[config.mk]
export PLATFORM = sky130hd
export DESIGN_NAME = pad_block_assembler
export DESIGN_NICKNAME = d
export VERILOG_FILES = /design/src/rtl/pad_block_assembler.sv
export SDC_FILE = /design/constraint.sdc
export NUM_CORES = 2
export LEC_CHECK = 0
export ABC_CLOCK_PERIOD_IN_PS = 7700
export BUFFER_PORTS_ARGS = -buffer_cell sky130_fd_sc_hd__buf_4
export CORE_AREA = 2 2 449 451
export DETAILED_ROUTE_END_ITERATION = 10
export DIE_AREA = 0 0 451 453
export PLACE_DENSITY = 0.41
export SYNTH_ARGS = -nofsm -noshare
export SYNTH_HDL_FRONTEND = slang
export SYNTH_SLANG_ARGS = --single-unit
[constraint.sdc]
create_clock -name clk -period 7.7 [get_ports clk]
set_input_delay 0 -clock clk [delete_from_list [all_inputs] [get_ports clk]]
set_output_delay 0 -clock clk [all_outputs]
set_load 0.005 [all_outputs]
[src/rtl/pad_block_assembler.sv]
// Packs 64-bit message words into 1088-bit rate blocks and appends the pad10*1 padding.
// Define PAD_SHA3_DOMAIN_EN for the SHA3 domain byte 0x06; otherwise the Keccak byte 0x01 is used.
module pad_block_assembler (
  input  logic          clk,
  input  logic          rst_n,
  input  logic [63:0]   in_word,
  input  logic          in_valid,
  input  logic          in_last,
  input  logic [3:0]    in_bytes,
  output logic          in_ready,
  output logic [1087:0] out_block,
  output logic          out_valid,
  output logic          out_last,
  input  logic          out_ready
);

`ifdef PAD_SHA3_DOMAIN_EN
  localparam logic [7:0] DOMAIN_BYTE = 8'h06;
`else
  localparam logic [7:0] DOMAIN_BYTE = 8'h01;
`endif

  localparam int         NUM_LANES  = 17;
  localparam logic [4:0] LAST_LANE  = 5'd16;
  localparam logic [7:0] RATE_BYTES = 8'd136;

  typedef enum logic [1:0] {FILL, PAD, OUT} state_t;

  state_t      state, state_nxt;
  logic [4:0]  lane_cnt, lane_cnt_nxt;
  logic        pad_pend, pad_pend_nxt;
  logic        last_q, last_nxt;
  logic        armed;
  logic [63:0] lanes     [NUM_LANES];
  logic [63:0] lanes_nxt [NUM_LANES];
  logic [3:0]  eff_bytes;
  logic [7:0]  pad_pos;
  logic [63:0] masked_word;
  logic        word_xfer;
  logic        blk_xfer;

  // armed keeps in_ready low while reset is held and raises it on the first edge after release
  assign in_ready  = armed && (state == FILL);
  assign out_valid = (state == OUT);
  assign out_last  = last_q;
  assign word_xfer = in_valid && in_ready;
  assign blk_xfer  = out_valid && out_ready;
  assign eff_bytes = (in_bytes > 4'd8) ? 4'd8 : in_bytes;
  assign pad_pos   = {lane_cnt, 3'b000} + {4'b0000, eff_bytes};

  always_comb begin
    masked_word = '0;
    for (int k = 0; k < 8; k++) begin
      if (4'(k) < eff_bytes) masked_word[8*k +: 8] = in_word[8*k +: 8];
    end
  end

  always_comb begin
    out_block = '0;
    for (int n = 0; n < NUM_LANES; n++) begin
      out_block[1087-64*n -: 64] = lanes[n];
    end
  end

  always_comb begin
    state_nxt    = state;
    lane_cnt_nxt = lane_cnt;
    pad_pend_nxt = pad_pend;
    last_nxt     = last_q;
    lanes_nxt    = lanes;
    unique case (state)
      FILL: begin
        if (word_xfer) begin
          for (int n = 0; n < NUM_LANES; n++) begin
            if (5'(n) == lane_cnt) lanes_nxt[n] = in_last ? masked_word : in_word;
          end
          if (!in_last) begin
            if (lane_cnt == LAST_LANE) begin
              state_nxt = OUT;
              last_nxt  = 1'b0;
            end else begin
              lane_cnt_nxt = lane_cnt + 5'd1;
            end
          end else if (pad_pos < RATE_BYTES) begin
            // Domain byte lands right after the last message byte; may share byte 135 with 0x80
            for (int n = 0; n < NUM_LANES; n++) begin
              for (int k = 0; k < 8; k++) begin
                if (8'(8*n + k) == pad_pos)
                  lanes_nxt[n][8*k +: 8] = lanes_nxt[n][8*k +: 8] | DOMAIN_BYTE;
              end
            end
            lanes_nxt[NUM_LANES-1][63:56] = lanes_nxt[NUM_LANES-1][63:56] | 8'h80;
            last_nxt  = 1'b1;
            state_nxt = OUT;
          end else begin
            // Block is exactly full: padding needs a whole extra block
            last_nxt     = 1'b0;
            pad_pend_nxt = 1'b1;
            state_nxt    = OUT;
          end
        end
      end
      PAD: begin
        for (int n = 0; n < NUM_LANES; n++) lanes_nxt[n] = '0;
        lanes_nxt[0][7:0]             = DOMAIN_BYTE;
        lanes_nxt[NUM_LANES-1][63:56] = 8'h80;
        pad_pend_nxt = 1'b0;
        last_nxt     = 1'b1;
        state_nxt    = OUT;
      end
      OUT: begin
        if (blk_xfer) begin
          for (int n = 0; n < NUM_LANES; n++) lanes_nxt[n] = '0;
          lane_cnt_nxt = 5'd0;
          last_nxt     = 1'b0;
          state_nxt    = pad_pend ? PAD : FILL;
        end
      end
      default: state_nxt = FILL;
    endcase
  end

  always_ff @(posedge clk or negedge rst_n) begin
    if (!rst_n) begin
      state    <= FILL;
      lane_cnt <= 5'd0;
      pad_pend <= 1'b0;
      last_q   <= 1'b0;
      armed    <= 1'b0;
      for (int n = 0; n < NUM_LANES; n++) lanes[n] <= '0;
    end else begin
      state    <= state_nxt;
      lane_cnt <= lane_cnt_nxt;
      pad_pend <= pad_pend_nxt;
      last_q   <= last_nxt;
      armed    <= 1'b1;
      for (int n = 0; n < NUM_LANES; n++) lanes[n] <= lanes_nxt[n];
    end
  end

endmodule

# Word level (Yosys, flattened, before mapping)
# Index checks and enable logic that the tools add are counted.
[word_totals] ff_bits=1098 inputBits=73 out_inout_bits=1091 wordCells=398
[classes] n_addsub=2 n_lt_le_gt_ge=10 n_eq_ne=161 muxes=189 n_reduce_logical=14
[ops] operator="$pmux W1088 S3" count=1
[ops] operator="$mux W1088" count=2
[ops] operator="$mux W1081" count=2
[ops] operator="$mux W64" count=18
[ops] operator="$eq A7 B8 Y1 const A" count=64
[ops] operator="$eq A6 B8 Y1 const A" count=32
[ops] operator="$mux W1" count=145
[ops] operator="$eq A5 B8 Y1 const A" count=16
[ops] operator="$eq A4 B8 Y1 const A" count=8
[ops] operator="$eq A8 B8 Y1 const A" count=8
[ops] operator="$mux W8" count=8
[ops] operator="$eq A4 B5 Y1 const A" count=8
[ops] operator="$eq A3 B8 Y1 const A" count=4
[ops] operator="$eq A3 B5 Y1 const A" count=4
[ops] operator="$mux W5" count=4
[ops] operator="$eq A2 B8 Y1 const A" count=2
[ops] operator="$lt A3 B4 Y1 const A" count=4
[ops] operator="$eq A2 B5 Y1 const A" count=2
[ops] operator="$ne A2 B2 Y1 const B" count=5
[ops] operator="$pmux W5 S2" count=1
[ops] operator="$add A8 B4 Y8" count=1
[ops] operator="$eq A1 B8 Y1 const A" count=1
[ops] operator="$logic_not A8 Y1" count=1
[ops] operator="$lt A1 B4 Y1 const A" count=2
[ops] operator="other kinds (24)" count=33

# Depth between registers and ports, before layout
[logic_depth] ltp_word=11 mapped_depth=11 mapped_depth_nobuf=7

# Least setup slack after synthesis
# OpenSTA, ideal clock, no wires.
[synth_path] kind="reg2reg" start="reg state[0]" end="reg lanes (netlist bit out_block[768])" setup_ns=0.087 t_arrival_ns=2.414 required_ns=7.613 path_slack_ns=5.199 stages_incl_launch_ff=10 n_path_buf=2 period_less_slack_ns=2.501 path_cell_list="dfrtp_1 inv_1 ha_1 nor2b_2 or3_1 buf_2 or4_4 buf_6 nand2b_4 o221ai_2"
[synth_via] elab_cells_between_ends=11 cone_classes="eq/ne (4); mux (1); reduce/logical (6)"
[synth_rtl] item="from (decl)" line_no="29" source="state_t state, state_nxt;"
[synth_rtl] item="from (signal assigned)" line_no="132" source="state <= state_nxt;"
[synth_rtl] item="$eq A2 B2 Y1 *" line_no="44" source="assign out_valid = (state == OUT);"
[synth_rtl] item="named net out_valid" line_no="12" source="output logic out_valid,"
[synth_rtl] item="$logic_and A1 B1 Y1" line_no="47" source="assign blk_xfer = out_valid && out_ready;"
[synth_rtl] item="$ne A2 B1 Y1 (no source line)"
[synth_rtl] item="$reduce_and A3 Y1 (no source line)"
[synth_rtl] item="to (decl)" line_no="34" source="logic [63:0] lanes [NUM_LANES];"
# Mark *: on every way through the listed nets, which the timed path passes. The rest lies on a longest branch.
# A chain may end at the register's enable or synchronous reset.

# Worst setup path in the final report
[layout_path] start="reg state[0]" end="reg lanes (netlist bit out_block[700])"
[layout_via] elab_chain_len=5 elab_cells_between_ends=11 cone_classes="eq/ne (4); mux (1); reduce/logical (6)"
[layout_rtl] item="$logic_not A2 Y1" line_no="43, 71"
[layout_rtl] item="$logic_and A1 B1 Y1" line_no="43" source="assign in_ready = armed && (state == FILL);"
[layout_rtl] item="$logic_and A1 B1 Y1" line_no="46" source="assign word_xfer = in_valid && in_ready;"
[layout_rtl] item="$ne A2 B2 Y1 (no source line)"
[layout_rtl] item="$reduce_and A3 Y1 (no source line)"
# Several ways; a longest one is shown, not always the timed one.

==> out/summary.txt <==
Crit path time final: 3.93 ns
DP Worst Slack: 3.80 ns
PortBufs: 1163
Mux contribution to synthesized area: 0.194%
Final non-filler cell total: 7837
Fillers: 20900
HP Start: in_word[18]
F_max: 0.254 GHz
Sw Share: 40.3%
Crit-path max FO: 46
FP Rows: 164
GR Util met1: 28.4%
Min-delay worst type: primary input to register
Cells after Synth: 3949
Placer Congestion: 0.878
Fin Setup TNS: 0 ns
Via count: 37000
Die area: 0.204 mm²
Top Usage Layer GRT: met2
Xor-xnor portion of the synthesized cell area: 0.0848%
Post-Synthesis Net Count: 4033
Max-Cap Viols: 0
Combinational power share: 35.3%
M3 GR Usage: 5.31%
CTS Buf Count: 135
CTS clk-pin slew, worst paths: 0.06 ns
Fin nets: 5155
Inst Count DP: 7538
Type of origin of the critical path: register
Yosys reg bits: 1098
Critical R2R Launch: state[0]
Layout cells sized above 1: 30.2%
Hold slack: 0.0930 ns
Clk_lat worst skew: 0.79 ns
Area of the multi-input gates: 0.0129 mm²
Async SR Flop Fraction: 100%
Sw power: 9.00 mW
Peak VDD IR: 311 µV
Main area contributors after synthesis: dfrtp_1 66%, nand2_1 10%, o21ai_0 9.6%
Sequential Power Share: 35.6%
DRC Markers: 0
Vias in the first global route: 36100
Setup crit end kind: register
TritonCTS clock tree: yes
Cell Pwr Density: 383 mW/mm²
Initial antenna violation count: 31
Hold path depth: 3
Final WL: 241 mm
Number of flops mapped to enable cells by yosys: 0
Initial Util: 20.7%
Clock tree sinks: 1098
Die width: 451 µm
Pre-antenna DRT Iters: 8
DR vias/cell: 4.72
Status: finished, final reports clean
Yosys cell types: 64
Clock power frac: 29.1%
Slew HR: 17.8%
R2r worst-path depth: 8
Post-synth top area share: 66.5%
Critical path class: register to register
Syn-to-layout area delta: 41.0%
First-pass GRT wire length: 323 mm
Pint: 13.3 mW
Post-DRT Antenna Nets: 0
DP HPWL: 168 mm
Largest family of logic cells by synthesized area: compound AO/OA/AOI/OAI gates
Ports: 1164
Maximum clock insertion buffer count: 3
Warnings from Yosys: 0
Power after layout: 22.3 mW
Routed length per instance: 30.8 µm
Main synth FF type: dfrtp_1
Met2 usage: 37.9%
Clock Skews: 0.0233 ns
Leakage: 27.8 nW
Placed Area: 0.0533 mm²
Final Cell Area: 0.0583 mm²
GRT Total Usage: 22.9%
Root buf cell: clkbuf_16
Post-synthesis compound-gate area fraction: 17.2%
H-Tree Depth: 4
Worst reg2reg path endpoint: out_block[700]
Final Cycle Share: 51.0%
Post-synth top area cell: dfrtp_1
Die H: 453 µm
Final core utilization: 29.2%
Initial DRC count: 3567
GRT overflow: 0
Final count of negative-setup-slack endpoints: 0
Worst EP arrival: 4.62 ns
Slew @ Worst Pin: 1.23 ns
Core ar.: 0.199 mm²
Final Hold Fails: 0
CP required: 8.39 ns
Largest net degree at the start of global routing: 135
Simple-gate portion of the synthesized area: 12.5%
Seq/Total Area, Yosys: 66.5%
Netlist Area Pre-Place: 0.0413 mm²
Adder-cell share of the synthesized area: 0.333%
R2R Setup Slk: 3.77 ns
Worst setup margin: 3.77 ns
Final Max Slew Viols: 0
Seq. cell area: 0.0275 mm²
RSZ-0062 raised after global routing: no
Post-CTS sizing: 0
Average cell area after synthesis: 10.5 µm²
Hold path endpoint: out_block[402]
-- cell families (layout without fill, tap and decap cells) --
logic type / Yosys count / in the layout
XOR/XNOR: 4 / 4
AND/OR/NAND/NOR: 1300 / 1300
other: 1 / 12
flip-flops: 1098 / 1098
multiplexers: 8 / 8
buffers and inverters: 336 / 1557
adder cells (fa/ha/maj): 11 / 11
AO/OA/AOI/OAI: 1191 / 1191
-- critical path, stage by stage, from the launching register on --
cell and delay [ns]:
dfrtp_1 0.53, inv_1 0.14, ha_2 0.29, buf_4 0.29, inv_1 0.61, and2_1 0.41, nand2_1 0.26, nor2_1 0.98
a22o_1 0.29
-- power by group through the flow --
stage | Sequential [mW] | Combinational [mW] | Clock [mW]
floorplan | 7.85 | 2.90 | 0
finish | 7.94 | 7.88 | 6.50
CTS | 7.94 | 7.95 | 6.65
detailed placement | 8.02 | 7.91 | 0
global placement | 7.99 | 7.85 | 0
global route | 8.08 | 8.36 | 6.89
-- Yosys cell counts (3+ instances only) --
cell type,number
o221ai_1,106
nand3_1,33
a22o_1,59
mux2i_1,8
nand3b_1,3
or2_2,6
a22oi_1,23
clkbuf_1,277
nor3b_1,3
buf_2,34
nor4_1,3
and3_1,8
nand2_1,1144
nand2b_1,10
inv_1,16
buf_1,7
nor3_1,9
o41ai_1,3
nor2b_1,4
and2_1,6
o21ai_0,795
dfrtp_1,1098
o21ai_1,33
nor2_1,45
o31ai_1,145
or3_1,6
a21oi_1,7
ha_1,11
xnor2_1,3
nand4_1,4
-- registers in the layout, indices dropped and copies added (netlist names) --
name,flops
out_block,1088
lane_cnt,5
state,2
armed,1
out_last,1
pad_pend,1
-- cell usage in the layout, fill, tap and decap left out, types with 9 or more instances in the layout --
master / n
ha_1: 10
clkbuf_16: 142
o31ai_1: 145
clkbuf_1: 29
o221ai_1: 106
o21ai_1: 28
clkinv_2: 23
nand2_1: 1096
dfrtp_1: 1098
dlygate4sd3_1: 51
o21ai_0: 781
nor2_1: 36
nand3_1: 32
buf_4: 1246
inv_1: 16
o21ai_4: 17
nand2_2: 48
a22oi_1: 23
diode_2: 11
nand2b_1: 10
a22o_1: 59
nor2_2: 9
clkbuf_8: 21
-- final cells by class --
class / count / share of cell area, %
clock buffers: 192 / 6.78
well taps: 2656 / 5.70
diodes: 11 / 0.0472
multi-input cells: 2515 / 22.2
repair buffers: 1305 / 17.2
clock inverters: 44 / 0.855
flip-flops and latches: 1098 / 47.2
inverters: 16 / 0.103
-- layer usage --
metal  vias to the layer above  wire (µm)
met1                     19300      97000
met3                       360      16100
met5                         -         13
li1                      15800          -
met4                         2      11200
met2                      1543     117000
-- how the worst max path moves through the flow --
stage,start,to,slack (ns),cells past startpoint
global route,state[0],out_block[23],3.58,7
detailed placement,state[0],out_block[700],3.80,8
finish,state[0],out_block[700],3.77,8
global placement,state[0],out_block[700],3.84,8
CTS,state[0],out_block[700],3.77,8
floorplan,state[0],out_block[768],5.20,9
-- repair_timing --
action | CTS | global route
setup buffers | 0 | 0
endpoints found under the setup margin | 0 | 0
hold endpoints to repair | 743 | 0
hold buffers | 52 | 0
Power figures use the tool's default switching activity.
